==> config.mk <==
export PLATFORM = sky130hd
export DESIGN_NAME = iic_req_arb
export DESIGN_NICKNAME = d
export VERILOG_FILES = /design/src/rtl/iic_req_arb.sv
export SDC_FILE = /design/constraint.sdc
export NUM_CORES = 1
export LEC_CHECK = 0
export BUFFER_PORTS_ARGS = -buffer_cell sky130_fd_sc_hd__buf_2
export CORE_UTILIZATION = 25
export DETAILED_ROUTE_END_ITERATION = 10
export GPL_TIMING_DRIVEN = 0
export HOLD_SLACK_MARGIN = 0.1
export PLACE_DENSITY = 0.55
export SKIP_CTS_REPAIR_TIMING = 1
export SYNTH_ARGS = -nofsm -noshare
export SYNTH_HDL_FRONTEND = slang
export SYNTH_SLANG_ARGS = --single-unit
==> constraint.sdc <==
create_clock -name clk -period 2.6 [get_ports clk]
set_clock_uncertainty 0.2 [all_clocks]
set_input_delay 0.52 -clock clk [delete_from_list [all_inputs] [get_ports clk]]
set_output_delay 0.52 -clock clk [all_outputs]
set_load 0.05 [all_outputs]
==> src/rtl/iic_req_arb.sv <==
// ============================================================================
// Module   : iic_req_arb
// Purpose  : Two-requester round-robin front end for a single shared IIC master.
// Revision : 1.0 - initial release
// ============================================================================
`default_nettype none

module iic_req_arb #(
    parameter int               TO_W   = 24,
    parameter logic [TO_W-1:0]  TO_CYC = TO_W'(12_000_000)
) (
    input  logic        clk,
    input  logic        rst_n,
    input  logic [1:0]  i_wr_req,
    input  logic [1:0]  i_rd_req,
    input  logic [31:0] i_addr,
    input  logic [11:0] i_wr_byte_num,
    input  logic [11:0] i_rd_byte_num,
    input  logic [15:0] i_wr_data,
    output logic [7:0]  o_rd_data,
    output logic [1:0]  o_work_done,
    output logic [1:0]  o_req_new_byte,
    output logic [1:0]  o_timeout,
    output logic        o_iic_wr_req,
    output logic        o_iic_rd_req,
    output logic [15:0] o_iic_addr,
    output logic [5:0]  o_iic_wr_byte_num,
    output logic [5:0]  o_iic_rd_byte_num,
    output logic [7:0]  o_iic_wr_data,
    input  logic [7:0]  i_iic_rd_data,
    input  logic        i_iic_work_done,
    input  logic        i_iic_req_new_byte
);

    localparam logic [TO_W-1:0] TO_LAST = TO_CYC - 1'b1;

    typedef enum logic [1:0] {
        S_IDLE  = 2'd0,
        S_ISSUE = 2'd1,
        S_BUSY  = 2'd2,
        S_DONE  = 2'd3
    } state_t;

    state_t          state;
    state_t          state_nxt;
    logic            gnt;
    logic            gnt_vld;
    logic            last_gnt;
    logic            is_wr;
    logic [TO_W-1:0] cnt;
    logic            wd_d;
    logic [1:0]      pending;
    logic            pick;
    logic            wd_rise;
    logic            to_hit;
    logic            to_evt;
    logic            active;
    logic [1:0]      gnt_oh;

    assign pending = i_wr_req | i_rd_req;
    // Under contention the requester that was not served last wins.
    assign pick    = (pending == 2'b11) ? ~last_gnt : pending[1];
    assign wd_rise = i_iic_work_done & ~wd_d;
    assign to_hit  = (cnt == TO_LAST);
    assign active  = (state == S_ISSUE) || (state == S_BUSY);
    assign gnt_oh  = gnt ? 2'b10 : 2'b01;

    always_comb begin
        state_nxt      = state;
        to_evt         = 1'b0;
        o_iic_wr_req   = 1'b0;
        o_iic_rd_req   = 1'b0;
        o_work_done    = 2'b00;
        o_timeout      = 2'b00;
        o_req_new_byte = 2'b00;
        o_iic_wr_data  = 8'h00;
        if (active) begin
            o_req_new_byte = i_iic_req_new_byte ? gnt_oh : 2'b00;
            o_iic_wr_data  = gnt ? i_wr_data[15:8] : i_wr_data[7:0];
        end
        case (state)
            S_IDLE: begin
                if (gnt_vld) state_nxt = S_ISSUE;
            end
            S_ISSUE: begin
                if (to_hit) begin
                    to_evt    = 1'b1;
                    state_nxt = S_IDLE;
                end else begin
                    o_iic_wr_req = is_wr;
                    o_iic_rd_req = ~is_wr;
                    if (i_iic_req_new_byte || !i_iic_work_done) state_nxt = S_BUSY;
                end
            end
            S_BUSY: begin
                // A completion edge in the final timeout cycle still counts as done.
                if (wd_rise) begin
                    state_nxt = S_DONE;
                end else if (to_hit) begin
                    to_evt    = 1'b1;
                    state_nxt = S_IDLE;
                end
            end
            S_DONE: begin
                o_work_done = gnt_oh;
                state_nxt   = S_IDLE;
            end
            default: state_nxt = S_IDLE;
        endcase
        if (to_evt) o_timeout = gnt_oh;
    end

    always_ff @(posedge clk or negedge rst_n) begin
        if (!rst_n) begin
            state             <= S_IDLE;
            gnt               <= 1'b0;
            gnt_vld           <= 1'b0;
            last_gnt          <= 1'b1;
            is_wr             <= 1'b0;
            cnt               <= '0;
            wd_d              <= 1'b1;
            o_rd_data         <= 8'h00;
            o_iic_addr        <= 16'h0000;
            o_iic_wr_byte_num <= 6'd0;
            o_iic_rd_byte_num <= 6'd0;
        end else begin
            state     <= state_nxt;
            wd_d      <= i_iic_work_done;
            o_rd_data <= i_iic_rd_data;
            // Grant and transaction fields are captured one edge before ISSUE.
            if (state == S_IDLE) begin
                if (gnt_vld) begin
                    gnt_vld <= 1'b0;
                    cnt     <= '0;
                end else if (|pending) begin
                    gnt_vld           <= 1'b1;
                    gnt               <= pick;
                    is_wr             <= i_wr_req[pick];
                    o_iic_addr        <= pick ? i_addr[31:16]        : i_addr[15:0];
                    o_iic_wr_byte_num <= pick ? i_wr_byte_num[11:6]  : i_wr_byte_num[5:0];
                    o_iic_rd_byte_num <= pick ? i_rd_byte_num[11:6]  : i_rd_byte_num[5:0];
                end
            end else if (active) begin
                cnt <= cnt + 1'b1;
            end
            if ((state == S_DONE) || to_evt) last_gnt <= gnt;
        end
    end

endmodule

`default_nettype wire

Word level (Yosys, flattened, before mapping)
Index checks and enable logic that the tools add are counted. W data, S select, Z words.

Word-level logic and storage cells: 68. Register bits after elaboration: 67. Input bits: 88. Output and inout bits: 52.

Reductions and logical operators: 10. Eq/ne operators: 8. Mux-type cells: 31. Add/sub/neg operators: 1. Bitwise gates (word level): 6. Order comparisons: 1.

Operators by type and width (count): $mux W24 (3); $add A24 B1 Y24 const B (1); $eq A24 B24 Y1 const B (1); $mux W2 (10); $mux W16 (1); $mux W8 (2); $mux W6 (2); $mux W1 (11); $pmux W2 S4 (1); $eq A2 B2 Y1 const B (3); $reduce_and A3 Y1 (2); $not A1 Y1 (4); $logic_or A1 B1 Y1 (3); $ne A3 B2 Y1 const B (1); $ne A3 B3 Y1 const B (1); $eq A2 B1 Y1 const B (1); $logic_not A2 Y1 (1); $lt A1 B2 Y1 const B (1); $ne A2 B2 Y1 const B (1); $or A2 B2 Y2 (1); $pmux W1 S2 (1); $reduce_and A2 Y1 (1); $reduce_bool A2 Y1 (1); $reduce_or A2 Y1 (1); other kinds (2) (2).

Longest topological paths before layout
Gate-level depths: netlist of run 1.

Depth after elaboration: 5. Depth in mapped cells: 8. Gate-level depth less buffers: 7.

Worst setup path after synthesis of run 1
OpenSTA, ideal clock, no wires.

Path kind: reg-to-output. Start: reg cnt[8]. End: out o_timeout[0]. Cell stages (with the launch flop): 5. Required time: 1.880 ns. Arrival time: 2.423 ns. Path slack: -0.543 ns. Buffers on the path: 0. Path through: dfrtp_1 -> or4_1 -> nor4_2 -> nand4_1 -> nor3_1.

Longest elaborated chain between the ends: 5.

RTL lines: start, declared (RTL line 50) `logic [TO_W-1:0] cnt;`; start signal, assigned (RTL line 144) `cnt <= cnt + 1'b1;`; $eq A24 B24 Y1 * (RTL line 64) `assign to_hit = (cnt == TO_LAST);`; $mux W1 * (RTL line 86, 99); $mux W1 (RTL line 97) `if (wd_rise) begin`; $pmux W1 S2 * (RTL line 81) `case (state)`; $mux W2 * (RTL line 110) `if (to_evt) o_timeout = gnt_oh;`; end, declared (RTL line 23) `output logic [1:0] o_timeout,`.

Every way passes the cells marked *; elsewhere a longest branch is shown, timed or not.

Final worst setup path of run 1
Start: reg cnt[15]. End: out o_iic_wr_req.

Longest elaborated chain between the ends: 3.

RTL lines: $eq A24 B24 Y1 (RTL line 64); $mux W1 (RTL line 86) `if (to_hit) begin`; $mux W1 (RTL line 81); end, declared (RTL line 24) `output logic o_iic_wr_req,`.

Every way passes these cells.

==> metrics.md, run 1 <==
| Metric | Value |
|---|---|
| Seq/Total Area, Yosys | 0.5070 |
| Vias | 2995 |
| Worst Path Arrival | 2.18 ns |
| CTS Buf Count | 9 |
| Net Count, Synth | 419 |
| DRC Markers | 0 |
| Worst-margin pin slew | 0.8616 ns |
| Initial antenna violation count | 0 |
| Pin count of the biggest net entering global routing | 68 |
| Fin. Hold Viols | 0 |
| Final min period | a little under 3 ns |
| Most frequent CP cell | buf_6 |
| Cells after Synth | 326 |
| Die Wd | between 100 and 150 um |
| Final period utilization | 1.113 |
| Global route total overflow | 0 |
| Slew Viols, Final | 0 |
| PortBufs | 139 |
| Die H | 117.1 um |
| Final setup vio count | 4 |
| Vias in the first global route | 2804 |
| CTS tree | built |
| Power, Total | 5745 uW |
| Crit Path Max Fanout | 5 |
| Post-synthesis instance area | 0.003312 mm2 |
| Hpwl dp | 6430 um |
| Critical Path Sink Type | output pin |
| Layout cells sized above 1 | 0.3793 |
| Commonest non-fill, non-tap cell in the layout | buf_2 |
| Clock sink total | 67 |
| Critical path launch point type | flip-flop |
| Initial Utilization | 0.2593 |
| Pre-antenna DRT Iters | 4 |
| Routed WL | 8784 um |
| Worst VDD drop | 0.5903 mV |
| Final core occ | 0.3691 |
| Max_cap viols | 0 |
| Commonest non-fill, non-tap cells in the layout | buf_2, dfrtp_1, nor2_1, mux2i_1, a21oi_1 |
| FP Rows | 41 |
| First-pass GRT wire length | around 13000 um |
| Type of the worst setup path | reg2out |
| RePlAce Congestion | between 0.7 and 0.8 |
| Worst skew pair latency | 0.32 ns |
| Clock root cell | clkbuf_16 |
| Nets | about 580 |
| Pwr Density | 1219 mW/mm2 |
| Syn avg cell area | 10.16 um2 |
| 1st-iter DRT viols | 110 |
| Fmax | 345.4 MHz |
| GRT Util Overall | 0.1228 |
| Crit-path cells | or4_4, nor4_4, nand4_1, buf_6, and3_4, buf_6 |
| Core area | 0.01277 mm2 |
| Vias/cell | 4.504 |
| Critical Path Slowest Stage Cell | or4_4 |
| Flops & latches, synth | 67 |
| CTS Buffer Depth | 2 |
| Wire length per cell | 13.21 um |
| I/O pins | 140 |
| H-tree levels | 3 |
| CP Data Required Time | 1.88 ns |
| Area growth, synth to finish | 42.35% |
| Status | complete, but fails checks |
| Max_slew headroom | 0.4256 |
| Leak | 0.002333 uW |
| Max incr delay on CP | 0.56 ns |
| Die outline area | 0.01371 mm2 |
| ANT cells | 0 |
| ANT nets after route | 0 |
| DP Worst Slack | -0.2194 ns |
| Netlist cell types | 40 |
| Failing checks | setup timing |
| YS warnings | 0 |
| Final Worst Setup Slack | -0.2951 ns |
| Min-delay worst type | in2async |
| Unrepaired setup endpoints after global routing | true |
| Worst-path clk slew | 0.05 ns |
-- path summary, 6_finish.rpt --
path / startpoint / end / slack, ns / cells past startpoint
min in group clk: i_iic_work_done / wd_d / 0.12 / 1
max in group asynchronous: rst_n / cnt[8] / 1.47 / 1
min reg2reg: o_iic_addr[13] / o_iic_addr[13] / 0.32 / 2
max: cnt[15] / o_iic_wr_req / -0.30 / 6
min: rst_n / cnt[16] / 0.09 / 1
max reg2reg: state[1] / cnt[23] / 0.14 / 7
-- cell usage after synthesis (all sizes together) --
| cell | count | area, um2 |
|---|---|---|
| a2bb2oi | 2 | 17.52 |
| nand2 | 13 | 48.80 |
| and3 | 10 | 66.31 |
| nor4b | 1 | 8.760 |
| a21oi | 30 | 150.1 |
| dfstp | 2 | 52.55 |
| nor4 | 2 | 18.77 |
| mux2i | 39 | 390.4 |
| dfrtp | 65 | 1627 |
| o21ai | 6 | 30.02 |
| nand4b | 1 | 8.760 |
| and2 | 2 | 12.52 |
| clkbuf | 8 | 30.03 |
| xor2 | 17 | 148.9 |
| nor3 | 6 | 40.04 |
| a21o | 2 | 15.01 |
| or4 | 1 | 7.510 |
| o22ai | 2 | 12.51 |
| nand4 | 8 | 50.05 |
| o21bai | 1 | 7.510 |
| a31oi | 1 | 6.260 |
| and4 | 2 | 21.27 |
| or3 | 1 | 6.260 |
| xnor2 | 5 | 43.79 |
| nor2b | 9 | 56.30 |
| buf | 8 | 35.03 |
| a221o | 1 | 10.01 |
| mux2 | 3 | 33.78 |
| nor2 | 55 | 206.5 |
| inv | 6 | 22.52 |
| nand3 | 8 | 40.04 |
| nand2b | 4 | 25.02 |
| ha | 5 | 62.56 |
-- state kept, by name, indices dropped and copies added (netlist names), 2 cells and up --
name,flops
o_iic_addr,16
o_iic_rd_byte_num,6
o_iic_wr_byte_num,6
cnt,24
o_rd_data,8
state,2
-- metal layers --
metal	up-vias	GRT usage	share of wire
li1	1454	-	-
met1	1443	0.1517	0.44
met2	93	0.2130	0.50
met3	5	0.03708	0.056
met4	0	0.02363	0.0042
met5	-	0	0
-- area by class of cell --
| cell class | instances | area (um2) |
|---|---|---|
| Inverter | 6 | 22.52 |
| Tap cell | 172 | 215.2 |
| Sequential cell | 67 | 1680 |
| Buffer | 16 | 76.32 |
| Clock inverter | 5 | 30.03 |
| Timing Repair Buffer | 152 | 853.3 |
| Clock buffer | 10 | 239.0 |
| Multi-Input combinational cell | 237 | 1598 |
| Fill cell | 1291 | 8059 |
-- power by group --
part           internal [uW]  total [uW]  leakage (uW)  switching [uW]
logic                    928        3130       0.00139            2200
clock network            659        1080      0.000130             426
registers               1360        1530      0.000812             175
total                   2940        5740       0.00233            2800
-- cell families (layout without fill, tap and decap cells) --
kind of cell               after synthesis  count (layout)  synth area share
and+or+nand+nor                        123             123            0.1863
DFF                                     67              67            0.5070
AOI/OAI and AO/OA                       45              45           0.07518
muxes                                   42              42            0.1281
xor gates and xnor gates                22              22           0.05818
buffers and inverters                   22             189           0.02644
adders and majority gates                5               5           0.01889
-- metrics by stage --
| step | instance area (um2) | TNS, ns | hold slack (ns) | std cells |
|---|---|---|---|---|
| 3_3_place_gp | 4245 | -1.917 | 0.3080 | 637 |
| 2_1_floorplan | 3334 | -0.05203 | 0.02441 | 326 |
| 4_1_cts | 4517 | -5.831 | 0.09117 | 652 |
| 5_1_grt | 4715 | -1.492 | 0.1070 | 665 |
| 6_report | 4715 | -1.055 | 0.08967 | 665 |
| 3_5_place_dp | 4248 | -2.688 | 0.3168 | 637 |
-- worst max-delay path: cells and delay by family, from the launching register on --
kind / cells / cell delay, ns
DFF: 1 / 0.39
buffers and inverters: 2 / 0.32
and+or+nand+nor: 4 / 1.14
(Power assumes the default switching activity.)
==> inputs of run 2 (changes only) <==
--- a/config.mk
+++ b/config.mk
@@ -5,12 +5,15 @@
 export SDC_FILE = /design/constraint.sdc
 export NUM_CORES = 1
 export LEC_CHECK = 0
+export ABC_AREA = 1
 export BUFFER_PORTS_ARGS = -buffer_cell sky130_fd_sc_hd__buf_2
+export CAP_MARGIN = 40
 export CORE_UTILIZATION = 25
 export DETAILED_ROUTE_END_ITERATION = 10
 export GPL_TIMING_DRIVEN = 0
 export HOLD_SLACK_MARGIN = 0.1
 export PLACE_DENSITY = 0.55
+export SETUP_SLACK_MARGIN = 0.3
 export SKIP_CTS_REPAIR_TIMING = 1
 export SYNTH_ARGS = -nofsm -noshare
 export SYNTH_HDL_FRONTEND = slang
==> metrics.md, run 2 <==
| Metric | Value |
|---|---|
| Status | complete, no violations |
| Critical Path Sink Type | output pin |
| Post-synth top area share | 0.4702 |
| Reg with most FFs | cnt |
| CTS Buffer Depth | 2 |
| Core area | 0.01335 mm2 |
| Buf/Inv on CP | 1 |
| H-tree levels | 3 |
| Pwr Density | 1212 mW/mm2 |
| Worst Path Arrival | 1.81 ns |
| Int Pwr | 3102 uW |
| DP Area | ~0.0045 mm2 |
| Fmax | 396.0 MHz |
| CP Data Required Time | 1.88 ns |
| Final core occ | 0.3802 |
| Max_slew headroom | 0.6441 |
| Routed WL | 9944 um |
| Critical Path Slowest Stage Cell | dfrtp_1 |
| Switching pwr | 3050 uW |
| Unrepaired setup endpoints after global routing | true |
| Switching share of power | 0.4958 |
| Global-route met1 utilization | 0.1578 |
| FP Rows | 42 |
| Top flop regs | cnt (24), o_iic_addr (16), o_rd_data (8) |
| Ys async rst share | 1.000 |
| Dominant synthesized flop cell | dfrtp_1 |
| Leak | 0.002529 uW |
| Pin count of the biggest net entering global routing | 50 |
| Vias in the first global route | 3473 |
| GR Layer Usage met3 | 0.04468 |
| Die H | 119.6 um |
| Net Count, Synth | ~550 |
| Logic pwr share | 0.549 |
| First-pass GRT wire length | roughly 16000 um |
| DRC Markers | 0 |
| Busiest layer in global routing | met2 |
| Max reg flops | 24 |
| Die outline area | 0.01431 mm2 |
| Type of the worst setup path | reg2out |
| Final period utilization | 0.9713 |
| Worst skew pair latency | around 0.33 ns |
| Critical path launch point type | flip-flop |
| Slew Viols, Final | 0 |
| Worst VDD drop | just over 0.7 mV |
| Clk pwr share | 0.202 |
| Syn avg cell area | 7.654 um2 |
| Die Wd | 119.6 um |
| Worst-path clk slew | 0.05 ns |
| Synth cell count leaders | nand2_1, nor2_1, a21oi_1 |
| Min-delay worst type | in2reg |
| Commonest non-fill, non-tap cells in the layout | buf_2, nand2_1, a21oi_1, nor2_1, dfrtp_1 |
| Vias/cell | 4.450 |
| Clock sink total | 67 |
| Filler instances | around 1400 |
| GRT Util Overall | 0.1379 |
| Post-route setup TNS | 0 ns |
| Top-count cell post-synth | nand2_1 |
| Area leader, netlist | dfrtp_1 |
| 1st-iter DRT viols | 165 |
| Flops & latches, synth | 67 |
| Fin. Hold Viols | 0 |
| Post-synth EDFFs | 0 |
| Layout cells sized above 1 | 0.3408 |
| Global route total overflow | 0 |
| CTS Buf Count | 9 |
| Cells after Synth | 452 |
| Hpwl dp | 7412 um |
| Crit Path Max Fanout | 3 |
| Crit-path cells | ha_2, nand2_2, nor3_4, and2_4, nand3_4, nor2_4, buf_8 |
| ANT cells | 0 |
| YS warnings | 0 |
| PortBufs | between 100 and 150 |
| Post-synthesis instance area | 0.003460 mm2 |
| Nets | about 720 |
| Family with the most delay on the worst path | simple AND/OR/NAND/NOR gates |
| Worst-margin pin slew | 0.5338 ns |
| Final min period | 2.525 ns |
| Clock root cell | clkbuf_16 |
| I/O pins | 140 |
| Initial Utilization | 0.2592 |
| RePlAce Congestion | 0.7966 |
| Pre-antenna DRT Iters | 4 |
| Netlist cell types | 33 |
| Vias | 3578 |
| Seq/Total Area, Yosys | 0.4854 |
| CTS tree | built |
| Met2 Track Usage GR | 0.2406 |
| Commonest non-fill, non-tap cell in the layout | buf_2 |
| Wire length per cell | 12.37 um |
| Max_cap viols | 0 |
| Max incr delay on CP | 0.36 ns |
| ANT nets after route | 0 |
| Area growth, synth to finish | 46.69% |
| Initial antenna violation count | 0 |
| Fin area | about 0.005 mm2 |
| Final setup vio count | 0 |
| Dominant cells by area after synthesis | dfrtp_1, a21oi_1, nand2_1, nor2_1, inv_1 |
| Power share of the sequential group | 0.248 |
| Fin Hold WS | 0.1177 ns |
==> run 2: path summary, 6_finish.rpt <==
| kind | from | to | slack, ns | cells past startpoint |
|---|---|---|---|---|
| worst max-delay path | cnt[1] | o_timeout[1] | 0.07 | 7 |
| worst min-delay path | i_iic_work_done | wd_d | 0.12 | 1 |
| worst max register to register | state[0] | o_iic_addr[5] | 0.61 | 8 |
| worst min register to register | o_iic_addr[12] | o_iic_addr[12] | 0.32 | 2 |
| max in group asynchronous | rst_n | last_gnt | 1.22 | 3 |
| min in group asynchronous | rst_n | o_iic_addr[8] | 0.41 | 2 |
==> run 2: routing by layer <==
metal,vias to the layer above,wire (um),part of all wire
li1,1801,-,-
met1,1654,4205,0.42
met2,107,4922,0.49
met3,16,652,0.066
met4,0,163,0.016
met5,-,0,0
==> run 2: stage by stage <==
stage                     cells  power, uW  setup WS, ns
after floorplan             452       3855        0.2691
after global placement      767       4593       0.02474
after detailed placement    768       4658     -0.005426
after CTS                   784       5921       -0.3716
after global routing        804       6524     -0.002446
final                       804       6153       0.07475
==> run 2: cell families (layout without fill, tap and decap cells) <==
group                    count (synthesis)  count (layout)  synth area share
adder cells (fa/ha/maj)                  5               5           0.01808
flip-flops                              67              67            0.4854
buffers and inverters                   60             236           0.06763
AND/OR/NAND/NOR                        220             220            0.2807
AO/OA/AOI/OAI                          100             100            0.1483
==> run 2: final cells by class <==
class | instances | area (um2) | area share
Sequential cell | 67 | 1679 | 0.3309
Multi-Input combinational cell | 325 | 1652 | 0.3254
Timing Repair Buffer | 160 | 977.2 | 0.1926
Clock buffer | 12 | 256.5 | 0.05054
Tap cell | 176 | 220.2 | 0.04339
Inverter | 44 | 165.2 | 0.03254
Buffer | 16 | 76.32 | 0.01504
Clock inverter | 4 | 48.80 | 0.009615
==> run 2: power groups by stage <==
stage | sequential [uW] | combinational [uW] | clock, uW
2_1_floorplan | 2310 | 1550 | 0
3_3_place_gp | 1530 | 3060 | 0
3_5_place_dp | 1540 | 3120 | 0
4_1_cts | 1530 | 3120 | 1270
5_1_grt | 1570 | 3650 | 1310
6_report | 1530 | 3380 | 1250
